===== config.mk =====
export PLATFORM = sky130hd
export DESIGN_NAME = shift_reg_univ_flat
export DESIGN_NICKNAME = d
export VERILOG_FILES = /design/src/rtl/shift_reg_univ_if.sv /design/src/rtl/shift_reg_univ.sv /design/src/flat_wrapper.sv
export SDC_FILE = /design/constraint.sdc
export NUM_CORES = 1
export LEC_CHECK = 0
export BUFFER_PORTS_ARGS = -buffer_cell sky130_fd_sc_hd__buf_2
export CAP_MARGIN = 30
export CORE_MARGIN = 4
export CORE_UTILIZATION = 36
export DETAILED_ROUTE_END_ITERATION = 10
export PLACE_DENSITY_LB_ADDON = 0.3
export SLEW_MARGIN = 20
export SYNTH_ARGS = -nofsm -noshare
export SYNTH_HDL_FRONTEND = slang
export SYNTH_SLANG_ARGS = --single-unit

===== constraint.sdc =====
create_clock -name c -period 1 [get_ports c]
set_clock_uncertainty 0.2 [all_clocks]
set_input_delay 0.1 -clock c [delete_from_list [all_inputs] [get_ports c]]
set_output_delay 0.1 -clock c [all_outputs]
set_load 0.005 [all_outputs]

===== src/rtl/shift_reg_univ_if.sv =====
`default_nettype none
// ============================================================================
// Module   : shift_reg_univ_if
// Purpose  : Bus bundle for the universal shift register. The master modport
//            drives the controls and the slave modport returns the status.
// Revision : 1.0 - initial release
// ============================================================================
interface shift_reg_univ_if #(
    parameter int WIDTH = 8,
    parameter int CW    = 4
);
    logic [WIDTH-1:0] parallelIn;
    logic             load;
    logic             shiftEn;
    logic             dir;
    logic             rotate;
    logic             shiftInL;
    logic             shiftInR;
    logic             start;
    logic [CW-1:0]    count;
    logic [WIDTH-1:0] regContent;
    logic             shiftOut;
    logic             busy;
    logic             done;

    modport master (
        output parallelIn, load, shiftEn, dir, rotate, shiftInL, shiftInR,
               start, count,
        input  regContent, shiftOut, busy, done
    );

    modport slave (
        input  parallelIn, load, shiftEn, dir, rotate, shiftInL, shiftInR,
               start, count,
        output regContent, shiftOut, busy, done
    );
endinterface
`default_nettype wire


===== src/rtl/shift_reg_univ.sv =====
`default_nettype none
// ============================================================================
// Module   : shift_reg_univ
// Purpose  : Parametrised universal shift/rotate register with optional burst
//            sequencer, enabled by defining SHIFT_REG_UNIV_BURST_EN.
// Revision : 1.0 - initial release
// ============================================================================
module shift_reg_univ #(
    parameter int WIDTH = 8,
    parameter int CW    = 4
) (
    input  wire logic           c,
    input  wire logic           r,
    shift_reg_univ_if.slave     bus
);

    logic [WIDTH-1:0] r_reg;

    // One shift/rotate step; rotate recycles the exiting bit instead of the serial input.
    function automatic logic [WIDTH-1:0] f_step(
        input logic [WIDTH-1:0] v,
        input logic             d,
        input logic             rot,
        input logic             inL,
        input logic             inR
    );
        logic w_in;
        if (!d) begin
            w_in = rot ? v[WIDTH-1] : inL;
            return {v[WIDTH-2:0], w_in};
        end else begin
            w_in = rot ? v[0] : inR;
            return {w_in, v[WIDTH-1:1]};
        end
    endfunction

    assign bus.regContent = r_reg;
    assign bus.shiftOut   = bus.dir ? r_reg[0] : r_reg[WIDTH-1];

`ifdef SHIFT_REG_UNIV_BURST_EN

    typedef enum logic [1:0] {
        S_IDLE = 2'd0,
        S_RUN  = 2'd1,
        S_DONE = 2'd2
    } state_t;

    state_t        r_state;
    logic [CW-1:0] r_cnt;
    logic          r_dir;
    logic          r_rot;
    logic          r_busy;
    logic          r_done;

    assign bus.busy = r_busy;
    assign bus.done = r_done;

    always_ff @(posedge c or negedge r) begin
        if (!r) begin
            r_reg   <= '0;
            r_state <= S_IDLE;
            r_cnt   <= '0;
            r_dir   <= 1'b0;
            r_rot   <= 1'b0;
            r_busy  <= 1'b0;
            r_done  <= 1'b0;
        end else begin
            r_done <= 1'b0;
            case (r_state)
                S_IDLE: begin
                    if (bus.load) begin
                        r_reg <= bus.parallelIn;
                    end else if (bus.start) begin
                        if (bus.count != '0) begin
                            r_cnt   <= bus.count;
                            r_dir   <= bus.dir;
                            r_rot   <= bus.rotate;
                            r_busy  <= 1'b1;
                            r_state <= S_RUN;
                        end else begin
                            r_state <= S_DONE;
                        end
                    end else if (bus.shiftEn) begin
                        r_reg <= f_step(r_reg, bus.dir, bus.rotate,
                                        bus.shiftInL, bus.shiftInR);
                    end
                end
                S_RUN: begin
                    // A load aborts the burst silently: no done pulse follows.
                    if (bus.load) begin
                        r_reg   <= bus.parallelIn;
                        r_cnt   <= '0;
                        r_busy  <= 1'b0;
                        r_state <= S_IDLE;
                    end else begin
                        r_reg <= f_step(r_reg, r_dir, r_rot,
                                        bus.shiftInL, bus.shiftInR);
                        r_cnt <= r_cnt - CW'(1);
                        if (r_cnt == CW'(1)) begin
                            r_busy  <= 1'b0;
                            r_state <= S_DONE;
                        end
                    end
                end
                S_DONE: begin
                    if (bus.load) begin
                        r_reg <= bus.parallelIn;
                    end
                    r_done  <= 1'b1;
                    r_state <= S_IDLE;
                end
                default: begin
                    r_busy  <= 1'b0;
                    r_state <= S_IDLE;
                end
            endcase
        end
    end

`else

    logic w_unused;
    assign w_unused = &{1'b0, bus.start, bus.count};

    assign bus.busy = 1'b0;
    assign bus.done = 1'b0;

    always_ff @(posedge c or negedge r) begin
        if (!r) begin
            r_reg <= '0;
        end else if (bus.load) begin
            r_reg <= bus.parallelIn;
        end else if (bus.shiftEn) begin
            r_reg <= f_step(r_reg, bus.dir, bus.rotate,
                            bus.shiftInL, bus.shiftInR);
        end
    end

`endif

endmodule
`default_nettype wire


===== src/flat_wrapper.sv =====
// flat-port wrapper written by rule: the top's interface ports become plain ports
module shift_reg_univ_flat 
#(
    parameter int WIDTH = 8,
    parameter int CW    = 4
)
  (c, r, bus_parallelIn, bus_load, bus_shiftEn, bus_dir, bus_rotate, bus_shiftInL, bus_shiftInR, bus_start, bus_count, bus_regContent, bus_shiftOut, bus_busy, bus_done);
  shift_reg_univ_if #(.WIDTH(WIDTH), .CW(CW)) bus_i ();
  input  wire logic c;
  input  wire logic r;
  input wire logic [$bits(bus_i.parallelIn)-1:0] bus_parallelIn;
  input wire logic [$bits(bus_i.load)-1:0] bus_load;
  input wire logic [$bits(bus_i.shiftEn)-1:0] bus_shiftEn;
  input wire logic [$bits(bus_i.dir)-1:0] bus_dir;
  input wire logic [$bits(bus_i.rotate)-1:0] bus_rotate;
  input wire logic [$bits(bus_i.shiftInL)-1:0] bus_shiftInL;
  input wire logic [$bits(bus_i.shiftInR)-1:0] bus_shiftInR;
  input wire logic [$bits(bus_i.start)-1:0] bus_start;
  input wire logic [$bits(bus_i.count)-1:0] bus_count;
  output wire logic [$bits(bus_i.regContent)-1:0] bus_regContent;
  output wire logic [$bits(bus_i.shiftOut)-1:0] bus_shiftOut;
  output wire logic [$bits(bus_i.busy)-1:0] bus_busy;
  output wire logic [$bits(bus_i.done)-1:0] bus_done;
  assign bus_i.parallelIn = bus_parallelIn;
  assign bus_i.load = bus_load;
  assign bus_i.shiftEn = bus_shiftEn;
  assign bus_i.dir = bus_dir;
  assign bus_i.rotate = bus_rotate;
  assign bus_i.shiftInL = bus_shiftInL;
  assign bus_i.shiftInR = bus_shiftInR;
  assign bus_i.start = bus_start;
  assign bus_i.count = bus_count;
  assign bus_regContent = bus_i.regContent;
  assign bus_shiftOut = bus_i.shiftOut;
  assign bus_busy = bus_i.busy;
  assign bus_done = bus_i.done;
  shift_reg_univ #(.WIDTH(WIDTH), .CW(CW)) u_core (.c(c), .r(r), .bus(bus_i));
endmodule

==> results.json <==
{
  "cp_common_cell": "buf_6",
  "cts.sinks": 8,
  "yosys-top-cells-area": "dfrtp_1 39%, mux2i_1 15%, a211oi_1 8.7%",
  "drc": 0,
  "crit_buf_inv": 2,
  "rsz0062_at_grt": "true",
  "ant_nets": 0,
  "post_dp_cell_area_um2": 686.9,
  "leakagePower_nw": 0.4653,
  "fmax_mhz": 702.7,
  "ir_drop_mv": 0.7831,
  "cp_top_family": "flip-flops",
  "crit_fanout": 2,
  "final_nets": 114,
  "synth-seq-area-share": 0.3855,
  "yosys_warnings": 0,
  "cts_buffer_depth": 2,
  "synth_area_leader_cell": "dfrtp_1",
  "routed_via_density": 5.047,
  "area_growth_pct": 69.16,
  "min_period_ns": 1.423,
  "clkTransAtPathRegs_ns": 0.06,
  "dp_cells": 92,
  "critPathCaptureType": "primary output",
  "synthArstFlopShare": 1.000,
  "drt_wl_total_um": 1291,
  "grt_pass1_vias": 542,
  "synth_edf_count": 0,
  "fp.dieW_um": 45.98,
  "hold_buffers": 7,
  "port_buffers": 24,
  "power_density_nw_per_um2": 1162,
  "fin_ws_ns": -0.4231,
  "ys.flop_type": "dfrtp_1",
  "h-tree-depth": 1,
  "synth_area_per_cell_um2": 10.18,
  "hold_path.class": "input port to flip-flop",
  "total_power_mw": 1.020,
  "slew_violations": 0,
  "place_ws_ns": -0.2032,
  "initialDrtViolationCount": 7,
  "critPathSlowestCell": "dfrtp_1",
  "yosysTopAreaCellShare": 0.3855,
  "tritoncts": "done",
  "antenna_found_initial": 0,
  "fin_crit_sh": 1.423,
  "clk_latency_ns": 0.26,
  "ys_ff_latch": 8,
  "cp.arrival_ns": 1.12,
  "dpl.hpwl_um": 904,
  "coreArea_um2": 1334,
  "die_height_um": 45.98,
  "io-pin-count": 32,
  "clockRootBuffer": "clkbuf_4",
  "gp_congestion": 0.7504,
  "cp-start-kind": "flip-flop",
  "final_cells": 106,
  "synth_common_cells": "8 x dfrtp_1, 8 x mux2i_1, 6 x a211oi_1, 6 x a21o_1, 6 x nor2_1",
  "rows": 13,
  "diodes": 0,
  "design_area_um2": 878.3,
  "drive_gt1_frac": 0.4945,
  "whs_ns": -0.09975,
  "cpPeakStageDelay_ns": 0.38,
  "grt_max_degree": 16,
  "final.fill_count": 119,
  "hold_violations": 3,
  "dr.pass1.iters": 4,
  "finalSetupViolCount": 17,
  "syn_area_um2": 519.2,
  "failed_checks": "negative hold slack, negative setup slack",
  "path_cells": "buf_6, mux2_4, buf_6",
  "wl_per_cell_um": 12.18,
  "cts_made_buffers": 3,
  "overflow": 0,
  "start_util": 0.3893,
  "grt_pass1_wl_um": 2208,
  "vias": 535,
  "max_cap_violations": 0,
  "syn_inst": 51,
  "dieArea_um2": 2114,
  "gr-usage-all-layers": 0.1482,
  "crit_type": "flip-flop to primary output",
  "ys_types": 14,
  "cp.required_ns": 0.70,
  "status": "finished, violations left",
  "largest_reg_flops": 8
}
tightest hold or removal path: cells and delay by family:
kind / cells / cell delay (ns)
buffers and inverters: 2 / 0.16
AOI/OAI and AO/OA: 1 / 0.05
cells in the final DEF (no fill, tap or decap), types with 2 or more instances in the layout:
| master | n |
|---|---|
| a211oi_1 | 5 |
| buf_2 | 20 |
| inv_1 | 2 |
| conb_1 | 2 |
| mux2_4 | 3 |
| dlygate4sd3_1 | 7 |
| nor2_1 | 5 |
| nor3_1 | 2 |
| dfrtp_1 | 8 |
| clkbuf_4 | 3 |
| buf_4 | 4 |
| a21o_1 | 6 |
| mux2i_1 | 7 |
| buf_6 | 10 |
per-stage QoR:
step | setup TNS [ns] | util
after floorplan | -0.7021 | -
after global placement | -1.306 | 0.5150
after detailed placement | -1.405 | 0.5150
after CTS | -3.344 | 0.6454
after global routing | -4.102 | 0.6585
final | -3.281 | 0.6585
timing repair:
action,in CTS,in global routing
resized for setup,11,4
pin swaps,1,2
buffers inserted,4,0
setup endpoints to repair,17,17
endpoints found under the hold margin,16,3
logic make-up after synthesis:
group / Yosys count / share of synthesized area
buffers and inverters: 8 / 0.1060
flip-flops: 8 / 0.3855
multiplexers: 11 / 0.2193
AND/OR/NAND/NOR: 9 / 0.07470
AO/OA/AOI/OAI: 14 / 0.2072
other: 1 / 0.007222
power breakdown:
part | switching [mW] | leakage [nW] | internal [mW]
Sequential | 0.0357 | 0.0939 | 0.359
Combinational | 0.132 | 0.358 | 0.237
Clock | 0.119 | 0.0138 | 0.138
Total | 0.287 | 0.465 | 0.734
path summary, 6_finish.rpt:
| kind | from | to | slack, ns | cells after the start |
|---|---|---|---|---|
| max | u_core.bus.regContent[0] | bus_shiftOut | -0.42 | 3 |
| min | bus_parallelIn[7] | u_core.bus.regContent[7] | -0.1 | 3 |
| max reg2reg | u_core.bus.regContent[0] | u_core.bus.regContent[7] | -0.33 | 4 |
| min reg2reg | u_core.bus.regContent[6] | u_core.bus.regContent[7] | 0.50 | 2 |
| max in group asynchronous | r | u_core.bus.regContent[2] | 0.42 | 2 |
| min in group asynchronous | r | u_core.bus.regContent[7] | 0.01 | 2 |
per-layer routing:
metal	up-vias	GRT usage	share of wire
met5	-	0	0
met4	0	0.1023	0.023
met3	3	0.03953	0.082
met2	25	0.2418	0.46
met1	243	0.1643	0.43
li1	264	-	-
cell type report:
cell class	count	area, um^2	area share
repair buffers	42	332.8	0.3789
multi-input cells	36	296.5	0.3376
flip-flops and latches	8	200.2	0.2279
clock buffers	3	22.52	0.02564
well taps	15	18.77	0.02137
inverters	2	7.507	0.008547
Power figures use the tool's default switching activity.
